===== src/rtl/bnn_mlp_ctrl.sv =====
// ---------------------------------------------------------------------------
// bnn_mlp_ctrl
// Sequencing controller for a 4-neuron binary MLP layer. It collects a
// 5-byte inference frame, applies weights/bias/input to the layer from
// registers, raises a scope trigger while the layer settles, then samples
// the 4-bit layer result and offers it on an output stream.
//
// Ports
//   clk, rst_n        system clock (rising edge), async active-low reset
//   abort             synchronous clear of any partial frame / pending result
//   in_valid/in_ready/in_data     input byte stream
//   out_valid/out_ready/out_data  result stream (bit n = neuron n)
//   bnn_weights, bnn_bias, bnn_input  buses driven into the layer
//   bnn_result        combinational layer output
//   trig              high only while the applied frame is evaluating
//   infer_count       completed inferences, saturating
//   dbg_state         current FSM state (IDLE=0, LOAD=1, SETTLE=2, DONE=3)
//
// Handshake: a transfer happens on a rising edge where valid && ready are
// both high. A producer holds valid and data stable until that edge; ready
// may change freely and never depends on valid.
// ---------------------------------------------------------------------------
module bnn_mlp_ctrl #(
    parameter int unsigned SETTLE_CYCLES = 2  // legal range 1..255
) (
    input  logic        clk,
    input  logic        rst_n,
    input  logic        abort,
    input  logic        in_valid,
    output logic        in_ready,
    input  logic [7:0]  in_data,
    output logic        out_valid,
    input  logic        out_ready,
    output logic [3:0]  out_data,
    output logic [15:0] bnn_weights,
    output logic [15:0] bnn_bias,
    output logic [3:0]  bnn_input,
    input  logic [3:0]  bnn_result,
    output logic        trig,
    output logic [15:0] infer_count,
    output logic [1:0]  dbg_state
);

    localparam logic [1:0] IDLE   = 2'd0;
    localparam logic [1:0] LOAD   = 2'd1;
    localparam logic [1:0] SETTLE = 2'd2;
    localparam logic [1:0] DONE   = 2'd3;

    localparam logic [7:0] SETTLE_LOAD = 8'(SETTLE_CYCLES - 1);

    logic [1:0]  state_q, state_d;
    logic [2:0]  byte_cnt_q, byte_cnt_d;
    logic [7:0]  settle_cnt_q, settle_cnt_d;
    logic [15:0] w_sh_q, w_sh_d;
    logic [15:0] b_sh_q, b_sh_d;
    logic [15:0] weights_q, weights_d;
    logic [15:0] bias_q, bias_d;
    logic [3:0]  input_q, input_d;
    logic [3:0]  out_data_q, out_data_d;
    logic        out_valid_q, out_valid_d;
    logic        trig_q, trig_d;
    logic [15:0] infer_count_q, infer_count_d;
    logic        accept;

    assign in_ready = (state_q == IDLE) || (state_q == LOAD);
    assign accept   = in_valid && in_ready;

    always_comb begin
        state_d       = state_q;
        byte_cnt_d    = byte_cnt_q;
        settle_cnt_d  = settle_cnt_q;
        w_sh_d        = w_sh_q;
        b_sh_d        = b_sh_q;
        weights_d     = weights_q;
        bias_d        = bias_q;
        input_d       = input_q;
        out_data_d    = out_data_q;
        out_valid_d   = out_valid_q;
        trig_d        = trig_q;
        infer_count_d = infer_count_q;

        if (abort) begin
            // Abort wins over everything, including a byte offered this cycle.
            state_d     = IDLE;
            byte_cnt_d  = 3'd0;
            out_valid_d = 1'b0;
            trig_d      = 1'b0;
        end else begin
            case (state_q)
                IDLE: begin
                    if (accept) begin
                        w_sh_d[15:8] = in_data;
                        byte_cnt_d   = 3'd1;
                        state_d      = LOAD;
                    end
                end
                LOAD: begin
                    if (accept) begin
                        byte_cnt_d = byte_cnt_q + 3'd1;
                        case (byte_cnt_q)
                            3'd1:    w_sh_d[7:0]  = in_data;
                            3'd2:    b_sh_d[15:8] = in_data;
                            3'd3:    b_sh_d[7:0]  = in_data;
                            default: begin
                                // Last byte: all layer buses switch together on
                                // this edge so the layer never sees a mixed frame.
                                weights_d    = w_sh_q;
                                bias_d       = b_sh_q;
                                input_d      = in_data[3:0];
                                byte_cnt_d   = 3'd0;
                                settle_cnt_d = SETTLE_LOAD;
                                trig_d       = 1'b1;
                                state_d      = SETTLE;
                            end
                        endcase
                    end
                end
                SETTLE: begin
                    if (settle_cnt_q == 8'd0) begin
                        out_data_d  = bnn_result;
                        trig_d      = 1'b0;
                        out_valid_d = 1'b1;
                        if (infer_count_q != 16'hFFFF) begin
                            infer_count_d = infer_count_q + 16'd1;
                        end
                        state_d = DONE;
                    end else begin
                        settle_cnt_d = settle_cnt_q - 8'd1;
                    end
                end
                default: begin  // DONE
                    if (out_valid_q && out_ready) begin
                        out_valid_d = 1'b0;
                        state_d     = IDLE;
                    end
                end
            endcase
        end
    end

    always_ff @(posedge clk or negedge rst_n) begin
        if (!rst_n) begin
            state_q       <= IDLE;
            byte_cnt_q    <= 3'd0;
            settle_cnt_q  <= 8'd0;
            w_sh_q        <= 16'd0;
            b_sh_q        <= 16'd0;
            weights_q     <= 16'd0;
            bias_q        <= 16'd0;
            input_q       <= 4'd0;
            out_data_q    <= 4'd0;
            out_valid_q   <= 1'b0;
            trig_q        <= 1'b0;
            infer_count_q <= 16'd0;
        end else begin
            state_q       <= state_d;
            byte_cnt_q    <= byte_cnt_d;
            settle_cnt_q  <= settle_cnt_d;
            w_sh_q        <= w_sh_d;
            b_sh_q        <= b_sh_d;
            weights_q     <= weights_d;
            bias_q        <= bias_d;
            input_q       <= input_d;
            out_data_q    <= out_data_d;
            out_valid_q   <= out_valid_d;
            trig_q        <= trig_d;
            infer_count_q <= infer_count_d;
        end
    end

    assign out_valid   = out_valid_q;
    assign out_data    = out_data_q;
    assign bnn_weights = weights_q;
    assign bnn_bias    = bias_q;
    assign bnn_input   = input_q;
    assign trig        = trig_q;
    assign infer_count = infer_count_q;
    assign dbg_state   = state_q;

endmodule


===== config.mk =====
export PLATFORM = sky130hd
export DESIGN_NAME = bnn_mlp_ctrl
export DESIGN_NICKNAME = d
export VERILOG_FILES = /design/src/rtl/bnn_mlp_ctrl.sv
export SDC_FILE = /design/constraint.sdc
export NUM_CORES = 1
export LEC_CHECK = 0
export ABC_AREA = 1
export CORE_ASPECT_RATIO = 0.7
export CORE_MARGIN = 4
export CORE_UTILIZATION = 30
export DETAILED_ROUTE_END_ITERATION = 7
export PLACE_DENSITY_LB_ADDON = 0.1
export SYNTH_ARGS = -nofsm -noshare
export SYNTH_HDL_FRONTEND = slang
export SYNTH_SLANG_ARGS = --single-unit

===== constraint.sdc =====
create_clock -name clk -period 1.8 [get_ports clk]
set_input_delay 0.45 -clock clk [delete_from_list [all_inputs] [get_ports clk]]
set_output_delay 0.45 -clock clk [all_outputs]
set_load 0.02 [all_outputs]

==> results of run 1 <==
through the flow:
stage | util, % | instances
6_report | 42.4 | 914
3_3_place_gp | 39.3 | 893
4_1_cts | 41.1 | 910
5_1_grt | 42.4 | 914
3_5_place_dp | 39.3 | 893
2_1_floorplan | - | 594
synthesized netlist by cell type, types with 3 or more instances:
| cell type | number |
|---|---|
| xor2_1 | 3 |
| nand2_1 | 249 |
| o21ai_0 | 37 |
| o21ai_1 | 9 |
| nor2_1 | 41 |
| inv_1 | 40 |
| nand3b_1 | 6 |
| nand3_1 | 52 |
| nor2_4 | 5 |
| clkbuf_1 | 3 |
| buf_2 | 9 |
| dfrtp_1 | 103 |
| nand4_1 | 6 |
| ha_1 | 10 |
flip-flops by register name (all words and copies together) (netlist names):
signal,flops
infer_count,16
dbg_state,2
bnn_weights,16
settle_cnt_q,8
b_sh_q,16
bnn_bias,16
byte_cnt_q,3
out_valid,1
bnn_input,4
w_sh_q,16
trig,1
out_data,4
power breakdown:
| part | total, mW | internal [mW] | leakage, nW | switching, mW |
|---|---|---|---|---|
| Combinational | 3.41 | 1.44 | 2.17 | 1.98 |
| Clock | 1.97 | 1.09 | 0.143 | 0.881 |
| Sequential | 3.34 | 2.92 | 1.39 | 0.420 |
logic make-up (layout without fill, tap and decap cells):
kind of cell,after synthesis,count (layout),synth area share (%)
XOR/XNOR,5,5,0.910
AO/OA/AOI/OAI,50,50,5.25
flip-flops,103,103,53.5
buffers and inverters,58,177,5.15
AND/OR/NAND/NOR,368,369,32.6
adder cells (fa/ha/maj),10,10,2.60
routing by layer:
layer	up-vias	track usage, %	wire, µm
met5	-	0	0
met3	8	3.21	550
li1	2116	-	-
met1	1996	21.5	7060
met4	0	3.29	99
met2	90	21.9	5630
worst min-delay path by stage:
stage	from	end	slack (ns)	cells after the start
floorplan	rst_n	b_sh_q[0]$_DFFE_PN0P_	0.15	0
global placement	rst_n	infer_count[3]$_DFFE_PN0P_	0.39	1
detailed placement	rst_n	infer_count[5]$_DFFE_PN0P_	0.39	1
CTS	rst_n	infer_count[5]$_DFFE_PN0P_	0.02	1
global route	rst_n	infer_count[3]$_DFFE_PN0P_	0.02	1
finish	rst_n	infer_count[3]$_DFFE_PN0P_	0.02	1
timing repair:
item,in CTS,in global routing
gates resized for setup,33,46
cloned,0,3
endpoints found under the setup margin,34,89
pin swaps,1,3
setup buffers,1,1
cell type report:
class	instances	area, µm²
timing repair buffer	119	1250
multi-input combinational	434	2080
fill	1571	8980
clock inverter	6	68.8
inverter	42	159
tap	200	250
clock buffer	10	229
sequential	103	2580
==> results by group, run 1 <==
Outcome
  • Outcome: finished clean

Clock network
  • Clk_lat worst skew: 0.34 ns
  • Clock tree buffer depth: 2
  • Num CTS Buffers: 9
  • CTS tree: built
  • Cts hold-fix bufs: 0
  • CTS H-tree depth: 3
  • Root buf cell: clkbuf_16
  • Clk pin slew, worst setup/hold paths: 0.07 ns
  • Total clock sinks: 103

Worst setup path
  • Critical path capture point type: output pin
  • Reg2Reg Depth: 11
  • CP Launch Type: register
  • Critical Path Start: bnn_bias[7]$_DFFE_PN0P_
  • Crit path DAT: 1.31 ns
  • Worst reg2reg path endpoint: dbg_state[1]$_DFFE_PN0P_
  • WP buf/inv: 1
  • Reg2reg start: dbg_state[0]$_DFFE_PN0P_
  • Worst setup endpoint: bnn_bias[7]
  • WS Path Type: reg -> out
  • CP top delay family: buffers and inverters
  • Worst R2R Setup Slack: 0.10 ns
  • Maximum cell stage delay along the critical path: 0.62 ns
  • CP max stage cell: clkdlybuf4s50_1
  • Cell count along the critical path: 1
  • Worst-path cell chain: clkdlybuf4s50_1
  • Crit-path max FO: 2
  • CP required: 1.35 ns

Cells and area
  • Layout cells sized above 1: 12.9%
  • Commonest cells after routing, fill and taps aside: nand2_1, dfrtp_1, nand3_1
  • Finished Cell Area: 0.00662 mm²
  • Diode count: 0
  • Nets: 736
  • Most common cell after layout, fill and taps aside: nand2_1
  • Area grow syn2layout: 37.4%

STA
  • Fmax: 569 MHz
  • Worst-Margin Slew: 0.431 ns
  • Slew HR: 71.1%
  • Final hold violations: 0
  • Skew final: 0.0110 ns
  • Final Max Tran Viols: 0
  • Worst hold slack: 0.0160 ns
  • Setup TNS: 0 ns
  • Tcrit/Tclk final: 97.6%
  • RSZ-0062 raised after global routing: true
  • Final setup fails: 0
  • Fin crit period: 1.76 ns
  • Final worst slack: 0.0428 ns

Detailed routing
  • DR pass1 iterations: 5
  • DRC Markers: 0
  • Vias: 4210
  • WL final: 13300 µm
  • Vias per cell: 4.61
  • Routed len/inst: 14.6 µm
  • Initial drt markers: 221
  • Antenna Violating Nets Remaining: 0

Placement
  • PortBufs: 77
  • Post-DP HPWL: 9450 µm
  • Placed Area: 0.00613 mm²
  • GPL Wtd Cong: 0.794
  • Pre-CTS setup slack: -0.115 ns

Die
  • Die X: 159 µm
  • Die H: 114 µm
  • Die Area: 0.0182 mm²
  • Initial core utilization: 30.9%
  • Core area: 0.0156 mm²
  • Top-level I/O count: 78
  • FP Rows: 38

Power
  • Power consumption: 8.73 mW
  • Leakage: 3.70 nW
  • Max VDD drop: 0.482 mV
  • PD cells: 1320 mW/mm²

GRT
  • All-Layer GR Usage: 14.5%
  • Vias in the first global route: 4137
  • Largest net degree at the start of global routing: 41
  • Grt total ovfl: 0
  • First-pass GRT wire length: 21500 µm
  • Initial antenna violation count: 0

Logic synthesis
  • Top FF cell, synth: dfrtp_1
  • Cell count after synthesis: 594
  • Largest area contributor in the netlist: dfrtp_1
  • Top post-synthesis cells by area: dfrtp_1, nand2_1, nand3_1, o21ai_0, nor2_1
  • Yosys warns: 0
  • Post-synthesis cell area: 0.00481 mm²
  • Register area share after synthesis: 53.5%
  • FFs w/ async S/R, synth: 100%
  • Syn nets: 621
  • Syn avg cell area: 8.11 µm²
  • Number of synthesized flops with an enable pin: 0
  • Synthesized flop and latch total: 103
  • Count of cell types in the netlist: 28
  • Yosys top cell area share: 53.5%

Flow run
  • Max Cap Viol: 0

Min path
  • Worst hold-check path type: in -> async
(Power assumes the default switching activity.)
==> inputs of run 2 (changes only) <==
Settings changed: CORE_UTILIZATION 30 to 48.
==> run 2 against run 1 <==
Net effect: non-clock buffer count grew 1; critical path depth is the same; via count grew 2.1%; register-to-register slack lost 0.02 ns; power grew 1.6%; utilization grew 24 points; combinational power is essentially flat; clock power grew 7%; largest cell class unchanged; die area shrank 35%; largest power group unchanged; wire length shrank 9.5%.
==> results by group, run 2 (same netlist as run 1, synthesis figures left out) <==
Outcome
  • Outcome: finished clean (unchanged)

Clock network
  • Clk pin slew, worst setup/hold paths: 0.07 ns (about the same)
  • Clock tree buffer depth: 2 (unchanged)
  • Total clock sinks: 103 (unchanged)
  • Root buf cell: clkbuf_16 (unchanged)
  • CTS H-tree depth: 3 (unchanged)
  • CTS tree: built (unchanged)
  • Num CTS Buffers: 9 (unchanged)
  • Clk_lat worst skew: 0.35 ns (was 0.34 ns)

STA
  • Final setup fails: 0 (unchanged)
  • Final hold violations: 0 (unchanged)
  • Skew final: 0.00396 ns (was 0.0110 ns)
  • Tcrit/Tclk final: 98.2% (was 97.6%)
  • Final Max Tran Viols: 0 (unchanged)
  • Worst-Margin Slew: 0.364 ns (was 0.431 ns)
  • Final worst slack: 0.0330 ns (was 0.0428 ns)
  • Fin crit period: 1.77 ns (was 1.76 ns)
  • Fmax: 566 MHz (was 569 MHz)
  • Slew HR: 75.6% (was 71.1%)

Detailed routing
  • DRC Markers: 0 (unchanged)
  • Vias: 4299 (was 4210)
  • Initial drt markers: 288 (was 221)
  • Vias per cell: 5.10 (was 4.61)
  • DR pass1 iterations: 5 (unchanged)
  • Antenna Violating Nets Remaining: 0 (unchanged)
  • Routed len/inst: 14.3 µm (was 14.6 µm)
  • WL final: 12100 µm (was 13300 µm)

Die
  • Die H: 91.8 µm (was 114 µm)
  • Die X: 128 µm (was 159 µm)
  • Top-level I/O count: 78 (unchanged)
  • Die Area: 0.0117 mm² (was 0.0182 mm²)
  • Core area: 0.00972 mm² (was 0.0156 mm²)
  • Initial core utilization: 49.5% (was 30.9%)
  • FP Rows: 30 (was 38)

GRT
  • Initial antenna violation count: 0 (unchanged)
  • Grt total ovfl: 0 (unchanged)
  • All-Layer GR Usage: 21.1% (was 14.5%)
  • First-pass GRT wire length: 19800 µm (was 21500 µm)
  • Largest net degree at the start of global routing: 41 (unchanged)
  • Vias in the first global route: 4103 (was 4137)

Cells and area
  • Combined area of the multi-input logic cells: 0.00207 mm² (was 0.00208 mm²)
  • Area grow syn2layout: 34.3% (was 37.4%)
  • Diode count: 0 (unchanged)
  • Register area: 0.00258 mm² (unchanged)
  • Finished Cell Area: 0.00646 mm² (was 0.00662 mm²)
  • Fin cells: 843 (was 914)
  • Nets: 737 (was 736)
  • Layout cells sized above 1: 12.6% (was 12.9%)
  • # fillers: 824 (was 1571)
  • Commonest cells after routing, fill and taps aside: nand2_1, dfrtp_1, nand3_1 (unchanged)
  • Most common cell after layout, fill and taps aside: nand2_1 (unchanged)

Worst setup path
  • Maximum cell stage delay along the critical path: 0.61 ns (was 0.62 ns)
  • Crit path DAT: 1.32 ns (was 1.31 ns)
  • Critical path capture point type: output pin (unchanged)
  • Worst-path cell chain: clkdlybuf4s50_1 (unchanged)
  • CP top delay family: buffers and inverters (unchanged)
  • Crit-path max FO: 2 (unchanged)
  • CP Launch Type: register (unchanged)
  • CP max stage cell: clkdlybuf4s50_1 (unchanged)
  • WP buf/inv: 1 (unchanged)
  • WS Path Type: reg -> out (unchanged)
  • CP required: 1.35 ns (about the same)

Min path
  • Worst hold-check path type: in -> async (unchanged)

Placement
  • Number of instances in the placed design: 822 (was 893)
  • GPL Wtd Cong: 0.856 (was 0.794)
  • PortBufs: 77 (unchanged)
  • Pre-CTS setup slack: -0.131 ns (was -0.115 ns)
  • Placed Area: 0.00601 mm² (was 0.00613 mm²)
  • Post-DP HPWL: 8550 µm (was 9450 µm)

Power
  • Power consumption: 8.86 mW (was 8.73 mW)
  • Leakage: 3.55 nW (was 3.70 nW)
  • Max VDD drop: 0.813 mV (was 0.482 mV)
  • PD cells: 1370 mW/mm² (was 1320 mW/mm²)

Flow run
  • Max Cap Viol: 0 (unchanged)
==> run 2: path summary, 6_finish.rpt <==
check | to | cells past startpoint | slack [ns] | from
min in group clk | bnn_bias[14]$_DFFE_PN0P_ | 2 | 0.47 | bnn_bias[14]$_DFFE_PN0P_
max in group asynchronous | b_sh_q[2]$_DFFE_PN0P_ | 2 | 1.17 | rst_n
worst max register to register | bnn_bias[10]$_DFFE_PN0P_ | 9 | 0.08 | byte_cnt_q[0]$_DFFE_PN0P_
worst min register to register | bnn_bias[14]$_DFFE_PN0P_ | 2 | 0.47 | bnn_bias[14]$_DFFE_PN0P_
worst max-delay path | bnn_weights[10] | 1 | 0.03 | bnn_weights[10]$_DFFE_PN0P_
worst min-delay path | infer_count[3]$_DFFE_PN0P_ | 1 | 0.009 | rst_n
==> run 2: repair_timing <==
action,in CTS,in global routing
resized for setup,28,35
buffers inserted,0,3
pin swaps,1,5
endpoints found under the setup margin,31,87
gates cloned,0,2
hold buffers,0,0
==> run 2: layer usage <==
metal	track usage, %	part of all wire, %	vias up
li1	-	-	2119
met1	30.3	49	2057
met2	31.4	44	109
met3	5.36	5.0	14
met4	6.80	1.5	0
met5	0	0	-
==> run 2: report_power, final <==
part           internal (mW)  switching, mW
clock                   1.23          0.876
sequential              2.92          0.417
combinational           1.45           1.96
total                   5.61           3.25
==> run 2: final cells by class <==
type,count,area share [%]
flip-flops and latches,103,39.9
multi-input cells,434,32.0
repair buffers,120,18.3
clock buffers,10,3.54
well taps,128,2.48
inverters,42,2.46
clock inverters,6,1.41
==> run 2: through the flow <==
step	utilization (%)	setup TNS, ns	hold WS, ns
finish	66.5	0	0.00891
global route	66.5	-0.0488	0.0339
CTS	64.9	0	0.0196
detailed placement	61.8	-3.43	0.394
global placement	61.8	-0.886	0.392
floorplan	-	0	0.154
==> inputs of run 3 (changes only) <==
Settings changed: MAX_ROUTING_LAYER set to met4, SKIP_LAST_GASP set to 1.
==> run 3 against run 2 <==
Net effect: fmax shrank 0.68%; die area is the same; non-clock buffer count up 2; sequential power about the same; critical path depth rose by 2; count of clock-buffer cells in the layout is the same; sequential cell count unchanged; worst setup slack worse by 0.012 ns; hold slack gained 0.0024 ns; critical path type unchanged; critical endpoint is now dbg_state[0]; highest routed layer unchanged.
==> results by group, run 3 (same netlist as run 1, synthesis figures left out) <==
Outcome
  • Outcome: finished clean (unchanged)

Worst setup path
  • Worst-path cell chain: buf_4 > buf_4 > dlygate4sd2_1 (was clkdlybuf4s50_1)
  • Worst reg2reg path endpoint: bnn_bias[7]$_DFFE_PN0P_ (was bnn_bias[10]$_DFFE_PN0P_)
  • Worst setup endpoint: dbg_state[0] (was bnn_weights[10])
  • Critical Path Start: dbg_state[0]$_DFFE_PN0P_ (was bnn_weights[10]$_DFFE_PN0P_)
  • Maximum cell stage delay along the critical path: 0.38 ns (was 0.61 ns)
  • Critical path capture point type: output pin (unchanged)
  • Reg2reg start: byte_cnt_q[0]$_DFFE_PN0P_ (unchanged)
  • WS Path Type: reg -> out (unchanged)
  • Reg2Reg Depth: 9 (unchanged)
  • CP Launch Type: register (unchanged)
  • Crit path DAT: 1.33 ns (was 1.32 ns)
  • WP buf/inv: 3 (was 1)
  • Crit-path max FO: 3 (was 2)
  • Cell count along the critical path: 3 (was 1)
  • CP top delay family: buffers and inverters (unchanged)
  • Worst R2R Setup Slack: 0.07 ns (was 0.08 ns)
  • CP required: 1.35 ns (about the same)
  • CP max stage cell: dfrtp_1 (was clkdlybuf4s50_1)
  • Crit-path most repeated cell: buf_4

Cells and area
  • Most common cell after layout, fill and taps aside: nand2_1 (unchanged)
  • Nets: 739 (was 737)
  • Layout cells sized above 1: 13.0% (was 12.6%)
  • Commonest cells after routing, fill and taps aside: nand2_1, dfrtp_1, nand3_1 (unchanged)
  • Diode count: 0 (unchanged)
  • Finished Cell Area: 0.00652 mm² (was 0.00646 mm²)
  • Area grow syn2layout: 35.3% (was 34.3%)
  • Fin cells: 845 (was 843)

STA
  • Skew final: 0.00330 ns (was 0.00396 ns)
  • Fmax: 562 MHz (was 566 MHz)
  • RSZ-0062 raised after global routing: true
  • Final Max Tran Viols: 0 (unchanged)
  • Worst hold slack: 0.0113 ns (was 0.00891 ns)
  • Slew HR: 75.2% (was 75.6%)
  • Final setup fails: 0 (unchanged)
  • Worst-Margin Slew: 0.373 ns (was 0.364 ns)
  • Fin crit period: 1.78 ns (was 1.77 ns)
  • Tcrit/Tclk final: 98.8% (was 98.2%)
  • Setup TNS: 0 ns (unchanged)
  • Final hold violations: 0 (unchanged)

Placement
  • Number of instances in the placed design: 822 (unchanged)
  • GPL Wtd Cong: 0.870 (was 0.856)
  • PortBufs: 77 (unchanged)
  • Placed Area: 0.00601 mm² (unchanged)
  • Post-DP HPWL: 8550 µm (unchanged)

Clock network
  • CTS H-tree depth: 3 (unchanged)
  • Num CTS Buffers: 9 (unchanged)
  • Cts hold-fix bufs: 0 (unchanged)
  • Total clock sinks: 103 (unchanged)
  • Clock tree buffer depth: 2 (unchanged)
  • CTS tree: built (unchanged)
  • Root buf cell: clkbuf_16 (unchanged)
  • Clk pin slew, worst setup/hold paths: 0.07 ns (about the same)
  • Clk_lat worst skew: 0.34 ns (was 0.35 ns)

Die
  • FP Rows: 30 (unchanged)
  • Top-level I/O count: 78 (unchanged)
  • Die H: 91.8 µm (unchanged)
  • Core area: 0.00972 mm² (unchanged)
  • Die X: 128 µm (unchanged)
  • Initial core utilization: 49.5% (unchanged)
  • Die Area: 0.0117 mm² (unchanged)

Detailed routing
  • DRC Markers: 0 (unchanged)
  • Antenna Violating Nets Remaining: 0 (unchanged)
  • DR pass1 iterations: 5 (unchanged)
  • WL final: 12400 µm (was 12100 µm)
  • Initial drt markers: 343 (was 288)
  • Vias per cell: 5.08 (was 5.10)
  • Vias: 4296 (was 4299)
  • Routed len/inst: 14.6 µm (was 14.3 µm)

Flow run
  • Max Cap Viol: 0 (unchanged)

GRT
  • All-Layer GR Usage: 21.6% (was 21.1%)
  • Initial antenna violation count: 0 (unchanged)
  • First-pass GRT wire length: 19700 µm (was 19800 µm)
  • Grt total ovfl: 0 (unchanged)
  • Vias in the first global route: 4100 (was 4103)
  • Largest net degree at the start of global routing: 41 (unchanged)

Power
  • Leakage: 3.55 nW (about the same)
  • Power consumption: 8.88 mW (was 8.86 mW)
  • Max VDD drop: 0.810 mV (was 0.813 mV)
  • PD cells: 1360 mW/mm² (was 1370 mW/mm²)

Min path
  • Worst hold-check path type: in -> async (unchanged)
## run 3: changes by cell type in the layout (fill, tap and decap cells not counted), moves of 2 or more
cell and delta:
clkbuf_16 +2, clkdlybuf4s50_1 +2, dlymetal6s2s_1 -2, buf_4 -3, buf_6 +2
## run 3: worst reg2reg max path: stages, from the launching register on
cell and delay, ns:
dfrtp_1 0.41, buf_4 0.14, ha_1 0.22, nand2_1 0.12, nand3_4 0.10, nor2_4 0.18
nand2_4 0.14, clkbuf_16 0.20, nand2_1 0.06, nand2_1 0.05
## run 3: metrics by stage
stage                     setup slack (ns)  utilization [%]
final                               0.0209             67.0
after CTS                           -0.109             64.9
after detailed placement            -0.131             61.8
after global routing               -0.0175             67.0
after global placement             -0.0841             61.8
after floorplan                     0.0228                -
## run 3: cell type report
cell class / count / area, µm²
clock inverter: 6 / 91.3
fill: 818 / 3210
multi-input combinational: 434 / 2070
inverter: 42 / 159
tap: 128 / 160
clock buffer: 10 / 229
timing repair buffer: 122 / 1230
sequential: 103 / 2580
## run 3: where the power goes
| group | total, mW | switching [mW] | internal [mW] |
|---|---|---|---|
| sequential | 3.34 | 0.415 | 2.92 |
| clock | 2.11 | 0.874 | 1.23 |
| combinational | 3.43 | 1.97 | 1.47 |
## run 3: routing by layer
metal	GRT usage (%)	vias up	part of all wire (%)	routed length [µm]
met5	-	-	0	0
met4	6.80	0	1.5	189
met3	4.66	14	7.4	909
met2	31.4	115	44	5450
met1	30.4	2039	47	5810
li1	-	2128	-	-
## run 3: worst min path at each step
stage / slack, ns / from / cells past startpoint / to
after global placement: 0.39 / rst_n / 1 / infer_count[5]$_DFFE_PN0P_
after floorplan: 0.15 / rst_n / 0 / b_sh_q[0]$_DFFE_PN0P_
after CTS: 0.02 / rst_n / 1 / infer_count[3]$_DFFE_PN0P_
final: 0.01 / rst_n / 1 / infer_count[5]$_DFFE_PN0P_
after global routing: 0.04 / rst_n / 1 / infer_count[5]$_DFFE_PN0P_
after detailed placement: 0.39 / rst_n / 1 / infer_count[5]$_DFFE_PN0P_
## run 3: repair_timing
action,CTS,global route
pin swaps,1,6
setup endpoints to repair,31,86
setup buffers,0,2
resized for setup,26,33
gates cloned,0,5
